**src/rtl/angle_greater_fp.sv**
```systemverilog
// ============================================================================
// angle_greater_fp : pipelined sign-magnitude total-order compare of two
// IEEE-754 singles. Optional NaN detection via macro ANGLE_GREATER_NAN_EN.
// Revision: 1.0
// ============================================================================
`default_nettype none

module angle_greater_fp #(
  parameter int LATENCY = 1
) (
  input  logic        clk,
  input  logic        rst_n,
  input  logic        in_valid,
  input  logic [31:0] a,
  input  logic [31:0] b,
  output logic        out_valid,
  output logic        a_gt_b,
  output logic        a_eq_b,
  output logic        unordered
);

  logic t_sign;
  logic t_diff;
  logic t_gt;
  logic t_eq;
  logic t_nan;

  always_comb begin
    t_sign = a[31];
    t_diff = a[31] ^ b[31];
    t_gt   = (a[30:0] > b[30:0]);
    t_eq   = (a[30:0] == b[30:0]);
  end

`ifdef ANGLE_GREATER_NAN_EN
  logic nan_a;
  logic nan_b;

  always_comb begin
    nan_a = (a[30:23] == 8'hFF) && (a[22:0] != 23'd0);
    nan_b = (b[30:23] == 8'hFF) && (b[22:0] != 23'd0);
    t_nan = nan_a | nan_b;
  end
`else
  assign t_nan = 1'b0;
`endif

  logic st_valid;
  logic st_sign;
  logic st_diff;
  logic st_gt;
  logic st_eq;
  logic st_nan;

  generate
    if (LATENCY == 2) begin : g_lat2
      always_ff @(posedge clk or negedge rst_n) begin
        if (!rst_n) begin
          st_valid <= 1'b0;
          st_sign  <= 1'b0;
          st_diff  <= 1'b0;
          st_gt    <= 1'b0;
          st_eq    <= 1'b0;
          st_nan   <= 1'b0;
        end else begin
          st_valid <= in_valid;
          if (in_valid) begin
            st_sign <= t_sign;
            st_diff <= t_diff;
            st_gt   <= t_gt;
            st_eq   <= t_eq;
            st_nan  <= t_nan;
          end
        end
      end
    end else begin : g_lat1
      always_comb begin
        st_valid = in_valid;
        st_sign  = t_sign;
        st_diff  = t_diff;
        st_gt    = t_gt;
        st_eq    = t_eq;
        st_nan   = t_nan;
      end
    end
  endgenerate

  logic res_gt;
  logic res_eq;

  // Negative operands invert the magnitude order; equal magnitudes are never greater.
  always_comb begin
    res_gt = 1'b0;
    res_eq = 1'b0;
    if (!st_nan) begin
      res_eq = !st_diff && st_eq;
      if (st_diff)
        res_gt = !st_sign;
      else if (st_sign)
        res_gt = !st_gt && !st_eq;
      else
        res_gt = st_gt;
    end
  end

  always_ff @(posedge clk or negedge rst_n) begin
    if (!rst_n) begin
      out_valid <= 1'b0;
      a_gt_b    <= 1'b0;
      a_eq_b    <= 1'b0;
    end else begin
      out_valid <= st_valid;
      if (st_valid) begin
        a_gt_b <= res_gt;
        a_eq_b <= res_eq;
      end
    end
  end

`ifdef ANGLE_GREATER_NAN_EN
  always_ff @(posedge clk or negedge rst_n) begin
    if (!rst_n)
      unordered <= 1'b0;
    else if (st_valid)
      unordered <= st_nan;
  end
`else
  assign unordered = 1'b0;
`endif

endmodule

`default_nettype wire

```
**config.mk**
```make
export PLATFORM = sky130hd
export DESIGN_NAME = angle_greater_fp
export DESIGN_NICKNAME = d
export VERILOG_FILES = /design/src/rtl/angle_greater_fp.sv
export SDC_FILE = /design/constraint.sdc
export NUM_CORES = 1
export LEC_CHECK = 0
export ABC_AREA = 0
export CORE_UTILIZATION = 34
export CTS_BUF_LIST = sky130_fd_sc_hd__clkbuf_8 sky130_fd_sc_hd__clkbuf_16
export DETAILED_ROUTE_END_ITERATION = 10
export PLACE_DENSITY = 0.84
export RECOVER_POWER = 50
export SLEW_MARGIN = 20
export SYNTH_ARGS = -nofsm -noshare
export SYNTH_HDL_FRONTEND = slang
export SYNTH_SLANG_ARGS = --single-unit
export TNS_END_PERCENT = 1
```
**constraint.sdc**
```tcl
create_clock -name clk -period 1 [get_ports clk]
set_input_delay 0.15 -clock clk [delete_from_list [all_inputs] [get_ports clk]]
set_output_delay 0.15 -clock clk [all_outputs]
set_load 0.05 [all_outputs]
```
==> results.json, run 1 <==
{
  "max_stage_delay_ps": 310,
  "antenna_found_initial": 0,
  "clk_latency_ps": 230,
  "nFillCells": 121,
  "place_congestion": 0.760,
  "hold_buffers": 0,
  "violations": "negative setup slack",
  "viasPerCell": 5.56,
  "leakagePower_uw": 0.00103,
  "seq_area_sq_um": 75.1,
  "critPathKind": "in2reg",
  "placedCellCount": 230,
  "grt_max_degree": 7,
  "final_cells": 236,
  "core_sq_um": 2520,
  "grt-ovfl-total": 0,
  "status": "complete, but fails checks",
  "num-nets-final": 305,
  "endpoint_kind": "flip-flop",
  "vdd_drop_max_uv": 906,
  "hold_path_class": "in2async",
  "track_usage_pct": 27.8,
  "power_density_nw_per_um2": 685,
  "total_power_uw": 1510,
  "drtAntennaViolNets": 0,
  "yosysWarnings": 0,
  "crit_fanout": 3,
  "die_x_um": 54.0,
  "antenna_cells": 0,
  "reg2reg_depth": 3,
  "seq_area_frac_synth_pct": 8.15,
  "rsz0062_at_grt": "true",
  "worstPathArrival_ps": 1680,
  "drt-initial-drc-count": 38,
  "ioPinCount": 71,
  "wl_met1_um": 1660,
  "firstDrtPassIters": 4,
  "finalClockSkew_ps": 0,
  "cp_slowest_cell": "ha_4",
  "regToRegEndpoint": "a_gt_b",
  "synth_fp_nets": 223,
  "synth_cells": 125,
  "route.met2.wl_um": 2760,
  "setup_slack_ps": -605,
  "wl_met3_um": 214,
  "cp-endpoint": "a_gt_b",
  "top_layer": "met4",
  "rows": 18,
  "clock.fmax_ghz": 0.623,
  "synth-seq-cells": 3,
  "clk_path_buf_depth": 2,
  "hold_violations": 0,
  "root_buffer": "clkbuf_8",
  "io_buffers": 69,
  "drive_above_1_share_pct": 63.1,
  "area_growth_pct": 139,
  "multi_input_area_sq_um": 1220,
  "cts_sinks": 3,
  "ys_types": 28,
  "r2r_setup_slack_ps": -90,
  "grt_pass1_vias": 1358,
  "layout_min_cycle_time_ps": 1610,
  "fin_crit_sh_pct": 161,
  "numCtsBuffers": 3,
  "clkTransAtPathRegs_ps": 30,
  "grt_pass1_wl_um": 5650,
  "drc": 0,
  "wirelength_um": 4970,
  "hpwl_um": 2690,
  "syn_area_sq_um": 921,
  "cpMostUsedCell": "nand4_1",
  "cts_htree_levels": 1,
  "syn_area_per_cell_sq_um": 7.37,
  "cp-startpoint": "a[14]",
  "dieArea_sq_um": 2920,
  "r2r-start": "a_gt_b",
  "crit_chain": "clkdlybuf4s15_1 -> ha_4 -> nand4_1 -> nor3_4 -> nand4_1 -> nand3_2 -> or3_1 -> nand3_1",
  "crit_path_start_kind": "input pin",
  "maxCapViolations": 0,
  "setup_viol": 2,
  "post_drt_wl_per_cell_um": 21.1,
  "cts_tree": "done",
  "via_count": 1313,
  "slew_violations": 0,
  "initial_core_util_pct": 36.5,
  "cp.required_ps": 1080,
  "die_y_um": 54.0
}
state kept, by name, summed over array words and instances, names as in the netlist:
signal     flops
a_gt_b         1
a_eq_b         1
out_valid      1
power breakdown:
part	switching [uW]	internal (uW)	total (uW)
Clock	100	263	363
Combinational	464	539	1000
Sequential	8.72	131	139
through the flow:
step / hold slack, ps / area (sq um) / worst slack, ps / util, % / TNS [ps]
after floorplan: -146 / 1000 / -533 / - / -858
after global placement: 344 / 1810 / -1250 / 71.6 / -2300
after detailed placement: 347 / 1810 / -1300 / 71.6 / -2380
after CTS: 120 / 2060 / -538 / 81.7 / -964
after global routing: 196 / 2200 / -663 / 87.2 / -1210
final: 185 / 2200 / -605 / 87.2 / -1110
worst min-delay path by stage:
stage,from,endpoint,depth (start not counted)
after CTS,rst_n,a_eq_b,1
after global placement,rst_n,out_valid,1
after detailed placement,rst_n,out_valid,1
after floorplan,rst_n,a_eq_b,0
final,rst_n,a_eq_b,1
after global routing,rst_n,a_eq_b,1
synth_stat cells (all sizes together):
cell     number  share of area, %
and4          1              0.95
nand3         4               2.2
o22ai         1              0.68
xnor2         1              0.95
or3           1              0.68
conb          1              0.41
o2111ai       1              0.95
dfrtp         3               8.2
nor2b         1              0.68
a22oi         1              0.82
ha           31                42
a31oi         1              0.68
nor4          1              0.68
a221o         1               1.1
o211ai        1              0.82
nor3          1              0.54
nor2          2              0.82
a221oi        1              0.95
nand4         5               3.4
buf           1              0.82
nand3b        1              0.82
inv          33                13
a21oi        12               6.5
and2          1              0.68
and3          1              0.68
nand2         8               3.3
o21ai         4               2.2
a21o          5               4.1
worst max-delay path, delay by kind of cell:
kind,cells,cell delay (ps)
fa+ha+maj,1,310
simple gates,6,1010
buf+inv,1,200
layout by cell type, fill, tap and decap left out, types with 3 or more instances in the layout:
cell	n
clkbuf_2	22
a21oi_2	6
clkdlybuf4s15_1	9
ha_4	27
dlygate4sd2_1	13
nand3_2	3
o21ai_1	3
nand2_4	3
buf_4	9
nand2_1	4
nand4_1	5
buf_2	3
clkbuf_8	3
a21o_1	5
buf_6	11
dfrtp_1	3
clkdlybuf4s50_1	3
a21oi_1	4
inv_2	20
buf_12	3
inv_1	10
layout make-up:
cell class / count / area share (%)
Multi-Input combinational cell: 88 / 55.3
Sequential cell: 3 / 3.41
Timing Repair Buffer: 78 / 30.7
Clock inverter: 1 / 0.171
Clock buffer: 3 / 1.88
Tap cell: 30 / 1.71
Inverter: 33 / 6.77
per-layer routing:
metal | GRT usage (%) | vias up
met4 | 18.8 | 0
met3 | 6.21 | 32
met5 | 0 | -
met2 | 55.1 | 78
li1 | - | 595
met1 | 24.1 | 608
repair_timing:
action                                  4_1_cts  5_1_grt
pin swaps                                    45       42
gates resized for setup                     169       91
setup buffers                                 0        2
gates cloned                                  0        0
endpoints found under the setup margin        2        2
cell families after synthesis:
logic type	synth area share (%)
and+or+nand+nor	15.4
adders and majority gates	42.1
xor gates and xnor gates	0.951
DFF	8.15
other	0.407
AOI/OAI and AO/OA	18.8
buffers and inverters	14.3
Power figures use the tool's default switching activity.
==> run 2: changes to the inputs <==
==> constraint.sdc (replaced) <==
create_clock -name clk -period 1 [get_ports clk]
set_input_delay 0.2 -clock clk [delete_from_list [all_inputs] [get_ports clk]]
set_output_delay 0.2 -clock clk [all_outputs]
set_load 0.05 [all_outputs]
==> results of run 2 <==
Same layout as run 1 (identical final DEF). Status: complete, but fails checks: negative setup slack.
Among the figures that moved: setup slack after placement -1300 ps -> -1350 ps; setup slack after layout -605 ps -> -655 ps; setup TNS -1110 ps -> -1210 ps; hold slack 185 ps -> 235 ps
